## src/rtl/idli_uart_m.sv

```systemverilog
// idli 8N1 UART: FIFO-buffered transmitter, single-entry receive holding register.
// Optional IDLI_UART_LOOPBACK_EN feeds the registered TX bit into the RX synchroniser.
module idli_uart_m #(
  parameter int CLKS_PER_BIT = 16,
  parameter int TX_DEPTH     = 4
) (
  input  logic       i_uart_gck,
  input  logic       i_uart_rst,
  input  logic [7:0] i_uart_tx_data,
  input  logic       i_uart_tx_vld,
  output logic       o_uart_tx_rdy,
  output logic [7:0] o_uart_rx_data,
  output logic       o_uart_rx_vld,
  input  logic       i_uart_rx_rdy,
  output logic       o_uart_rx_ovf,
  output logic       o_uart_rx_ferr,
  input  logic       i_uart_rx,
  output logic       o_uart_tx
);

  localparam int CW = $clog2(CLKS_PER_BIT);
  localparam int AW = $clog2(TX_DEPTH);

  localparam logic [CW-1:0] BIT_LAST  = CW'(CLKS_PER_BIT - 1);
  localparam logic [CW-1:0] HALF_LAST = CW'(CLKS_PER_BIT / 2 - 1);
  localparam logic [CW-1:0] CNT_ONE   = CW'(1);
  localparam logic [AW:0]   PTR_ONE   = (AW+1)'(1);

  typedef enum logic [1:0] {
    S_IDLE,
    S_START,
    S_DATA,
    S_STOP
  } state_e;

  logic [7:0]    mem_q [TX_DEPTH];
  logic [AW:0]   wr_ptr_q, wr_ptr_d;
  logic [AW:0]   rd_ptr_q, rd_ptr_d;
  logic          fifo_full, fifo_empty;
  logic          push, pop;
  logic [7:0]    fifo_head;

  state_e        tx_state_q, tx_state_d;
  logic [CW-1:0] tx_cnt_q, tx_cnt_d;
  logic [2:0]    tx_bit_q, tx_bit_d;
  logic [7:0]    tx_shift_q, tx_shift_d;
  logic          tx_q, tx_d;

  logic          rx_src;
  logic          rx_s1_q, rx_s1_d;
  logic          rx_s2_q, rx_s2_d;
  state_e        rx_state_q, rx_state_d;
  logic [CW-1:0] rx_cnt_q, rx_cnt_d;
  logic [2:0]    rx_bit_q, rx_bit_d;
  logic [7:0]    rx_shift_q, rx_shift_d;
  logic [7:0]    rx_data_q, rx_data_d;
  logic          rx_vld_q, rx_vld_d;
  logic          rx_ovf_q, rx_ovf_d;
  logic          rx_ferr_q, rx_ferr_d;
  logic          rx_pop;

  assign fifo_empty = (wr_ptr_q == rd_ptr_q);
  assign fifo_full  = (wr_ptr_q[AW] != rd_ptr_q[AW])
                   && (wr_ptr_q[AW-1:0] == rd_ptr_q[AW-1:0]);
  assign push       = i_uart_tx_vld & ~fifo_full;
  assign fifo_head  = mem_q[rd_ptr_q[AW-1:0]];

  always_comb begin
    wr_ptr_d = push ? wr_ptr_q + PTR_ONE : wr_ptr_q;
    rd_ptr_d = pop  ? rd_ptr_q + PTR_ONE : rd_ptr_q;
  end

  // Storage needs no reset: the pointers define what is valid.
  always_ff @(posedge i_uart_gck) begin
    if (push) begin
      mem_q[wr_ptr_q[AW-1:0]] <= i_uart_tx_data;
    end
  end

  always_comb begin
    tx_state_d = tx_state_q;
    tx_cnt_d   = tx_cnt_q;
    tx_bit_d   = tx_bit_q;
    tx_shift_d = tx_shift_q;
    tx_d       = tx_q;
    pop        = 1'b0;
    unique case (tx_state_q)
      S_IDLE: begin
        if (!fifo_empty) begin
          pop        = 1'b1;
          tx_shift_d = fifo_head;
          tx_d       = 1'b0;
          tx_cnt_d   = BIT_LAST;
          tx_state_d = S_START;
        end
      end
      S_START: begin
        if (tx_cnt_q == '0) begin
          tx_d       = tx_shift_q[0];
          tx_bit_d   = 3'd0;
          tx_cnt_d   = BIT_LAST;
          tx_state_d = S_DATA;
        end else begin
          tx_cnt_d = tx_cnt_q - CNT_ONE;
        end
      end
      S_DATA: begin
        if (tx_cnt_q == '0) begin
          tx_cnt_d = BIT_LAST;
          if (tx_bit_q == 3'd7) begin
            tx_d       = 1'b1;
            tx_state_d = S_STOP;
          end else begin
            tx_shift_d = {1'b0, tx_shift_q[7:1]};
            tx_d       = tx_shift_q[1];
            tx_bit_d   = tx_bit_q + 3'd1;
          end
        end else begin
          tx_cnt_d = tx_cnt_q - CNT_ONE;
        end
      end
      S_STOP: begin
        if (tx_cnt_q == '0) begin
          // Chain straight into the next start bit when data is waiting.
          if (!fifo_empty) begin
            pop        = 1'b1;
            tx_shift_d = fifo_head;
            tx_d       = 1'b0;
            tx_cnt_d   = BIT_LAST;
            tx_state_d = S_START;
          end else begin
            tx_state_d = S_IDLE;
          end
        end else begin
          tx_cnt_d = tx_cnt_q - CNT_ONE;
        end
      end
      default: tx_state_d = S_IDLE;
    endcase
  end

`ifdef IDLI_UART_LOOPBACK_EN
  logic unused_rx_pin;
  assign unused_rx_pin = i_uart_rx;
  assign rx_src        = tx_q;
`else
  assign rx_src = i_uart_rx;
`endif

  assign rx_s1_d = rx_src;
  assign rx_s2_d = rx_s1_q;
  assign rx_pop  = rx_vld_q & i_uart_rx_rdy;

  always_comb begin
    rx_state_d = rx_state_q;
    rx_cnt_d   = rx_cnt_q;
    rx_bit_d   = rx_bit_q;
    rx_shift_d = rx_shift_q;
    rx_data_d  = rx_data_q;
    rx_vld_d   = rx_pop ? 1'b0 : rx_vld_q;
    rx_ovf_d   = rx_ovf_q;
    rx_ferr_d  = rx_ferr_q;
    unique case (rx_state_q)
      S_IDLE: begin
        if (!rx_s2_q) begin
          rx_cnt_d   = HALF_LAST;
          rx_state_d = S_START;
        end
      end
      S_START: begin
        if (rx_cnt_q == '0) begin
          rx_cnt_d   = BIT_LAST;
          rx_bit_d   = 3'd0;
          rx_state_d = rx_s2_q ? S_IDLE : S_DATA;
        end else begin
          rx_cnt_d = rx_cnt_q - CNT_ONE;
        end
      end
      S_DATA: begin
        if (rx_cnt_q == '0) begin
          rx_shift_d = {rx_s2_q, rx_shift_q[7:1]};
          rx_cnt_d   = BIT_LAST;
          rx_bit_d   = rx_bit_q + 3'd1;
          if (rx_bit_q == 3'd7) begin
            rx_state_d = S_STOP;
          end
        end else begin
          rx_cnt_d = rx_cnt_q - CNT_ONE;
        end
      end
      S_STOP: begin
        if (rx_cnt_q == '0) begin
          rx_state_d = S_IDLE;
          if (!rx_s2_q) begin
            rx_ferr_d = 1'b1;
          end else if (!rx_vld_q || rx_pop) begin
            rx_data_d = rx_shift_q;
            rx_vld_d  = 1'b1;
          end else begin
            rx_ovf_d = 1'b1;
          end
        end else begin
          rx_cnt_d = rx_cnt_q - CNT_ONE;
        end
      end
      default: rx_state_d = S_IDLE;
    endcase
  end

  always_ff @(posedge i_uart_gck) begin
    if (i_uart_rst) begin
      wr_ptr_q   <= '0;
      rd_ptr_q   <= '0;
      tx_state_q <= S_IDLE;
      tx_cnt_q   <= '0;
      tx_bit_q   <= '0;
      tx_shift_q <= '0;
      tx_q       <= 1'b1;
      rx_s1_q    <= 1'b1;
      rx_s2_q    <= 1'b1;
      rx_state_q <= S_IDLE;
      rx_cnt_q   <= '0;
      rx_bit_q   <= '0;
      rx_shift_q <= '0;
      rx_data_q  <= '0;
      rx_vld_q   <= 1'b0;
      rx_ovf_q   <= 1'b0;
      rx_ferr_q  <= 1'b0;
    end else begin
      wr_ptr_q   <= wr_ptr_d;
      rd_ptr_q   <= rd_ptr_d;
      tx_state_q <= tx_state_d;
      tx_cnt_q   <= tx_cnt_d;
      tx_bit_q   <= tx_bit_d;
      tx_shift_q <= tx_shift_d;
      tx_q       <= tx_d;
      rx_s1_q    <= rx_s1_d;
      rx_s2_q    <= rx_s2_d;
      rx_state_q <= rx_state_d;
      rx_cnt_q   <= rx_cnt_d;
      rx_bit_q   <= rx_bit_d;
      rx_shift_q <= rx_shift_d;
      rx_data_q  <= rx_data_d;
      rx_vld_q   <= rx_vld_d;
      rx_ovf_q   <= rx_ovf_d;
      rx_ferr_q  <= rx_ferr_d;
    end
  end

  assign o_uart_tx      = tx_q;
  assign o_uart_tx_rdy  = ~fifo_full;
  assign o_uart_rx_data = rx_data_q;
  assign o_uart_rx_vld  = rx_vld_q;
  assign o_uart_rx_ovf  = rx_ovf_q;
  assign o_uart_rx_ferr = rx_ferr_q;

endmodule

```

## config.mk

```make
export PLATFORM = sky130hd
export DESIGN_NAME = idli_uart_m
export DESIGN_NICKNAME = d
export VERILOG_FILES = /design/src/rtl/idli_uart_m.sv
export SDC_FILE = /design/constraint.sdc
export NUM_CORES = 1
export LEC_CHECK = 0
export ABC_AREA = 1
export BUFFER_PORTS_ARGS = -buffer_cell sky130_fd_sc_hd__buf_2
export CORE_MARGIN = 1.5
export CORE_UTILIZATION = 35
export DETAILED_ROUTE_END_ITERATION = 8
export MAX_ROUTING_LAYER = met4
export PLACE_DENSITY_LB_ADDON = 0.05
export SLEW_MARGIN = 20
export SYNTH_ARGS = -nofsm -noshare
export SYNTH_HDL_FRONTEND = slang
export SYNTH_SLANG_ARGS = --single-unit
export TNS_END_PERCENT = 100
```

## constraint.sdc

```tcl
create_clock -name i_uart_gck -period 3.06 [get_ports i_uart_gck]
set_input_delay 0.306 -clock i_uart_gck [delete_from_list [all_inputs] [get_ports i_uart_gck]]
set_output_delay 0.306 -clock i_uart_gck [all_outputs]
set_load 0.02 [all_outputs]
```

==> impl_metrics.py, run 1 <==
metrics = {
    "floorplan": {
        "start_util_pct": 36.4,
        "rows": 38,
        "die_h_microns": 110,
        "pin_count": 26,
        "die_w_microns": 110,
        "core_region_area_sq_mm": 0.0110,
        "die_area_sq_mm": 0.0121,
    },
    "route": {
        "drt-pass1-iter-count": 4,
        "drt_iter0_drc": 130,
        "ant_nets": 0,
        "drc": 0,
        "drt-total-wl_mm": 8.37,
        "route.vias.total": 3020,
        "wl_per_cell_microns": 13.4,
        "via_per_inst": 4.82,
    },
    "critical_path": {
        "crit_chain": "inv_1 -> ha_1 -> clkinv_8 -> nand2_4 -> o21ai_4 -> inv_2 -> nor2_8 -> nand2_4 -> a21oi_1 -> nor3_1",
        "critical_path_class": "reg2reg",
        "slowest_delay_ns": 0.39,
        "worstSetupPathDepth": 10,
        "cp_top_family": "flip-flops",
        "worstPathBufferInverterCount": 3,
        "end_kind": "flop",
        "start_kind": "flop",
        "slowest_stage": "dfxtp_1",
        "cp.required_ns": 3.27,
        "crit_path_max_fanout": 14,
        "cpMostUsedCell": "nand2_4",
        "ff2ff_path_depth": 10,
        "arrival_ns": 2.14,
    },
    "synth": {
        "ys_ff_latch": 88,
        "synth_seq_area_share_pct": 52.0,
        "synth_fp_nets": 488,
        "syn_area_sq_mm": 0.00400,
        "synth_cells": 454,
        "synth.area.top_cells": "dfxtp_1, edfxtp_1, ha_1",
        "ys_types": 34,
        "syn_avg_cell_area_sq_um": 8.81,
        "synth_top_cell_area_share_pct": 28.0,
        "ys.flop_type": "dfxtp_1",
        "yosys_warnings": 0,
        "synth_edf_count": 32,
        "async_reset_ff_share_pct": 0,
        "yosys.area.top_type": "dfxtp_1",
    },
    "timing": {
        "tightestPinTransition_ns": 0.881,
        "min_period_over_period_pct": 63.2,
        "fmax_mhz": 517,
        "skew_ns": 0.00388,
        "fin_crit_ns": 1.93,
        "finalSetupTns_ns": 0,
        "setup_viol": 0,
        "final_max_slew_viol_count": 0,
        "hold_violations": 0,
        "max_slew_margin_pct": 41.2,
        "hold_ws_ns": 0.154,
        "rsz0062_at_grt": "false",
    },
    "clocking": {
        "clkTransAtPathRegs_ns": 0.06,
        "cts_tree": "built",
        "cts_buffers": 9,
        "cts_sinks": 88,
        "cts_resized": 0,
        "cts.htree.levels": 3,
        "hold_buffers": 0,
        "clock_latency_ns": 0.34,
        "cts-root-buf": "clkbuf_16",
        "cts_setup_buffers": 0,
        "clk_path_buf_depth": 2,
    },
    "global_routing": {
        "track_usage_pct": 16.2,
        "met3_usage_pct": 3.02,
        "overflow": 0,
        "use_met1_pct": 20.7,
        "gr-usage-met2_pct": 24.6,
        "grt_pass1_wl_mm": 14.2,
        "grt_most_used_layer": "met2",
        "antenna_found_initial": 0,
        "grt_max_degree": 31,
        "grt_pass1_vias": 2886,
    },
    "hold_path": {
        "hold_class": "in2reg",
        "holdPathStages": 2,
    },
    "cells_and_area": {
        "nNetsFinal": 516,
        "stdcell_count": 626,
        "fillers": 1115,
        "finalInstanceArea_sq_mm": 0.00455,
        "drive_gt1_share_pct": 15.4,
        "area_delta_synth_final_pct": 13.8,
        "n_antenna_cell": 0,
    },
    "outcome": {
        "outcome": "complete, no violations",
    },
    "place": {
        "hpwl_mm": 5.70,
        "placed_cells": 611,
        "placed_cell_area_sq_mm": 0.00426,
        "portBuffers": 25,
        "gp_congestion": 0.781,
    },
    "pwr": {
        "p_total_mw": 3.77,
        "p_per_area_mw_per_mm2": 827,
        "peakVddDrop_mv": 0.247,
        "leakage_nw": 1.95,
    },
    "flow_run": {
        "cap_violations": 0,
    },
}
==> kinds of logic (layout without fill, tap and decap cells) <==
logic type / Yosys count / after routing / synth area share [%]
flip-flops: 88 / 88 / 52.0
AO/OA/AOI/OAI: 115 / 115 / 15.4
AND/OR/NAND/NOR: 168 / 168 / 18.8
adder cells (fa/ha/maj): 21 / 21 / 6.57
buffers and inverters: 59 / 91 / 6.57
XOR/XNOR: 3 / 3 / 0.657
==> synthesized netlist by cell type (2+ instances only) <==
| cell type | n |
|---|---|
| nand3_1 | 14 |
| inv_2 | 5 |
| or2_2 | 4 |
| o21ai_1 | 13 |
| a31oi_1 | 4 |
| a21oi_1 | 39 |
| dfxtp_1 | 56 |
| nand2_4 | 2 |
| o21a_1 | 2 |
| nand2_2 | 8 |
| edfxtp_1 | 32 |
| a211oi_1 | 2 |
| nand3_2 | 3 |
| inv_1 | 40 |
| clkbuf_1 | 3 |
| xor2_1 | 3 |
| nor2_2 | 4 |
| o21ai_0 | 49 |
| o31ai_1 | 2 |
| buf_2 | 5 |
| nand2_1 | 60 |
| ha_1 | 21 |
| nor3_1 | 3 |
| nor2_1 | 67 |
| buf_4 | 4 |
==> path summary, 6_finish.rpt <==
kind	startpoint	end	slack, ns
max	tx_state_q[0]$_SDFFE_PP0P_	tx_shift_q[7]$_SDFFE_PP0P_	1.13
min	i_uart_rx	rx_s1_q$_SDFF_PP1_	0.15
min reg2reg	rx_s1_q$_SDFF_PP1_	rx_s2_q$_SDFF_PP1_	0.43
max reg2reg	tx_state_q[0]$_SDFFE_PP0P_	tx_shift_q[7]$_SDFFE_PP0P_	1.13
==> stage by stage <==
| step | setup slack (ns) | utilization (%) |
|---|---|---|
| 3_3_place_gp | 1.13 | 38.8 |
| 5_1_grt | 0.924 | 41.4 |
| 2_1_floorplan | 1.47 | - |
| 6_report | 1.13 | 41.4 |
| 3_5_place_dp | 1.13 | 38.8 |
| 4_1_cts | 1.12 | 41.4 |
==> area by class of cell <==
type / instances / area, sq um / share of cell area, %
timing repair buffer: 30 / 163 / 3.57
sequential: 88 / 2080 / 45.7
multi-input combinational: 307 / 1660 / 36.4
inverter: 46 / 185 / 4.07
tap: 140 / 175 / 3.85
clock inverter: 3 / 42.5 / 0.935
clock buffer: 12 / 249 / 5.47
==> report_power, final <==
part	internal [mW]	switching, mW
sequential	1.36	0.0842
clock	0.655	0.430
combinational	0.416	0.825
total	2.43	1.34
==> worst register-to-register path, delay by kind of cell (launching register included) <==
| kind | cells | cell delay (ns) |
|---|---|---|
| AO/OA/AOI/OAI | 2 | 0.30 |
| adder cells (fa/ha/maj) | 1 | 0.38 |
| buffers and inverters | 3 | 0.34 |
| flip-flops | 1 | 0.39 |
| AND/OR/NAND/NOR | 4 | 0.39 |
==> state kept, by name, indices dropped and copies added, names as in the netlist, named ones only <==
signal          flops
mem_q              32
o_uart_rx_data      8
rx_shift_q          8
tx_shift_q          8
rx_cnt_q            4
tx_cnt_q            4
rd_ptr_q            3
rx_bit_q            3
tx_bit_q            3
wr_ptr_q            3
tx_state_q          2
o_uart_rx_ferr      1
o_uart_rx_ovf       1
o_uart_rx_vld       1
o_uart_tx           1
rx_s1_q             1
rx_s2_q             1
rx_state_q          1
==> layout by cell type (no fill, tap or decap), drive strengths merged, types with 3 or more instances in the layout <==
cell	instances
nor2	73
nand2	70
o21ai	63
dfxtp	56
inv	45
a21oi	39
edfxtp	32
buf	30
ha	21
nand3	17
clkbuf	12
or2	4
a31oi	4
xor2	3
nor3	3
==> per-layer routing <==
metal | wire (microns) | up-vias
met5 | 0 | -
met4 | 167 | 0
met3 | 208 | 13
met2 | 3870 | 32
met1 | 4120 | 1406
li1 | - | 1569
(Power assumes the default switching activity.)
==> run 2, diff against run 1 <==
clock period = 2 ns   (was 3.06 ns; I/O delays follow)
==> run 2 against run 1 <==
Combinational power rose by 55%. Routed wire length up 0.79%. Die area did not move. Largest power group unchanged.
==> impl_metrics.py, run 2 (synthesis gave the netlist of run 1 again) <==
metrics = {
    "cells_and_area": {
        "area_delta_synth_final_pct": 15.5,
        "drive_gt1_share_pct": 16.5,
        "final_common_cell": "nor2_1",
        "finalInstanceArea_sq_mm": 0.00462,
        "post-route-util_pct": 42.1,
        "mostFrequentLayoutCells": "nor2_1, nand2_1, dfxtp_1",
        "nNetsFinal": 521,
        "largest_reg_flops": 32,
        "fillers": 1078,
        "n_antenna_cell": 0,
    },
    "timing": {
        "fin_crit_ns": 1.74,
        "final_max_slew_viol_count": 0,
        "fmax_mhz": 576,
        "setup_viol": 0,
        "hold_ws_ns": 0.0400,
        "min_period_over_period_pct": 86.8,
        "finalSetupTns_ns": 0,
        "hold_violations": 0,
        "rsz0062_at_grt": "false",
        "tightestPinTransition_ns": 0.516,
        "max_slew_margin_pct": 65.5,
        "skew_ns": 0.00788,
    },
    "place": {
        "placed_cell_area_sq_mm": 0.00430,
        "portBuffers": 25,
        "gp_congestion": 0.829,
        "hpwl_mm": 5.83,
    },
    "route": {
        "drc": 0,
        "via_per_inst": 4.79,
        "wl_per_cell_microns": 13.3,
        "ant_nets": 0,
        "drt-total-wl_mm": 8.43,
        "drt_iter0_drc": 168,
        "route.vias.total": 3025,
        "drt-pass1-iter-count": 4,
    },
    "clocking": {
        "cts-root-buf": "clkbuf_16",
        "cts.htree.levels": 3,
        "hold_buffers": 0,
        "cts_tree": "built",
        "clock_latency_ns": 0.34,
        "clkTransAtPathRegs_ns": 0.07,
        "cts_sinks": 88,
        "clk_path_buf_depth": 2,
        "cts_buffers": 9,
    },
    "critical_path": {
        "reg2reg_to": "tx_shift_q[7]$_SDFFE_PP0P_",
        "crit_path_max_fanout": 14,
        "cp.required_ns": 2.21,
        "crit_start": "tx_state_q[0]$_SDFFE_PP0P_",
        "rrSetupSlack_ns": 0.26,
        "end_kind": "flop",
        "r2r_start": "tx_state_q[0]$_SDFFE_PP0P_",
        "critical_path_class": "reg2reg",
        "ff2ff_path_depth": 10,
        "setup.worst_path.end": "tx_shift_q[7]$_SDFFE_PP0P_",
        "start_kind": "flop",
        "arrival_ns": 1.95,
    },
    "global_routing": {
        "grt_max_degree": 25,
        "overflow": 0,
        "grt_pass1_vias": 2992,
        "track_usage_pct": 16.2,
        "grt_pass1_wl_mm": 14.5,
        "antenna_found_initial": 0,
    },
    "floorplan": {
        "rows": 38,
        "core_region_area_sq_mm": 0.0110,
        "die_area_sq_mm": 0.0121,
        "start_util_pct": 36.4,
        "die_w_microns": 110,
        "die_h_microns": 110,
        "pin_count": 26,
    },
    "flow_run": {
        "cap_violations": 0,
    },
    "pwr": {
        "leakage_nw": 1.99,
        "p_per_area_mw_per_mm2": 1280,
        "peakVddDrop_mv": 0.550,
        "p_total_mw": 5.94,
    },
    "outcome": {
        "outcome": "complete, no violations",
    },
    "hold_path": {
        "hold_path.startpoint": "i_uart_rx",
        "hold_class": "in2reg",
    },
}
run 2: metrics by stage:
stage | cells | setup WS, ns
3_3_place_gp | 616 | 0.196
4_1_cts | 632 | 0.124
5_1_grt | 632 | 0.123
2_1_floorplan | 454 | 0.406
6_report | 632 | 0.264
3_5_place_dp | 616 | 0.131
run 2: worst min-delay path by stage:
stage / end / slack (ns) / cells after the start
final: rx_s1_q$_SDFF_PP1_ / 0.04 / 2
after global routing: rx_s1_q$_SDFF_PP1_ / 0.04 / 2
after CTS: rx_s1_q$_SDFF_PP1_ / 0.03 / 2
after detailed placement: rx_s1_q$_SDFF_PP1_ / 0.39 / 2
after global placement: rx_s1_q$_SDFF_PP1_ / 0.39 / 2
after floorplan: mem_q[0][0]$_DFFE_PP_ / 0.30 / 0
run 2: power breakdown:
| part | leakage (nW) | internal [mW] | switching, mW | total (mW) |
|---|---|---|---|---|
| Clock | 0.157 | 1.10 | 0.708 | 1.81 |
| Sequential | 0.751 | 2.07 | 0.128 | 2.20 |
| Combinational | 1.08 | 0.651 | 1.27 | 1.92 |
run 2: what timing repair did:
item / CTS / global route
gates resized for setup: 0 / 1
endpoints found under the setup margin: 0 / 3
setup buffers: 0 / 0
run 2: critical path: stages (launching register included):
cell and delay, ns:
dfxtp_1 0.39, inv_1 0.10, ha_2 0.28, clkinv_8 0.10, nand2_4 0.05, o21ai_4 0.14
inv_2 0.08, nor2_8 0.15, nand2_4 0.11, a21oi_1 0.14, nor3_1 0.05
run 2: layout make-up:
type,count,area [sq um],share of cell area (%)
flip-flops and latches,88,2080,45.1
multi-input cells,307,1660,35.9
clock buffers,10,229,4.96
repair buffers,35,200,4.33
inverters,46,185,4.01
well taps,140,175,3.79
clock inverters,6,91.3,1.98
run 2: layer usage:
| metal | vias to the layer above | GRT usage (%) | wire length [microns] |
|---|---|---|---|
| li1 | 1577 | - | - |
| met1 | 1394 | 19.3 | 4020 |
| met3 | 13 | 3.68 | 231 |
| met2 | 41 | 27.0 | 4060 |
| met5 | - | - | 0 |
| met4 | 0 | 5.47 | 123 |
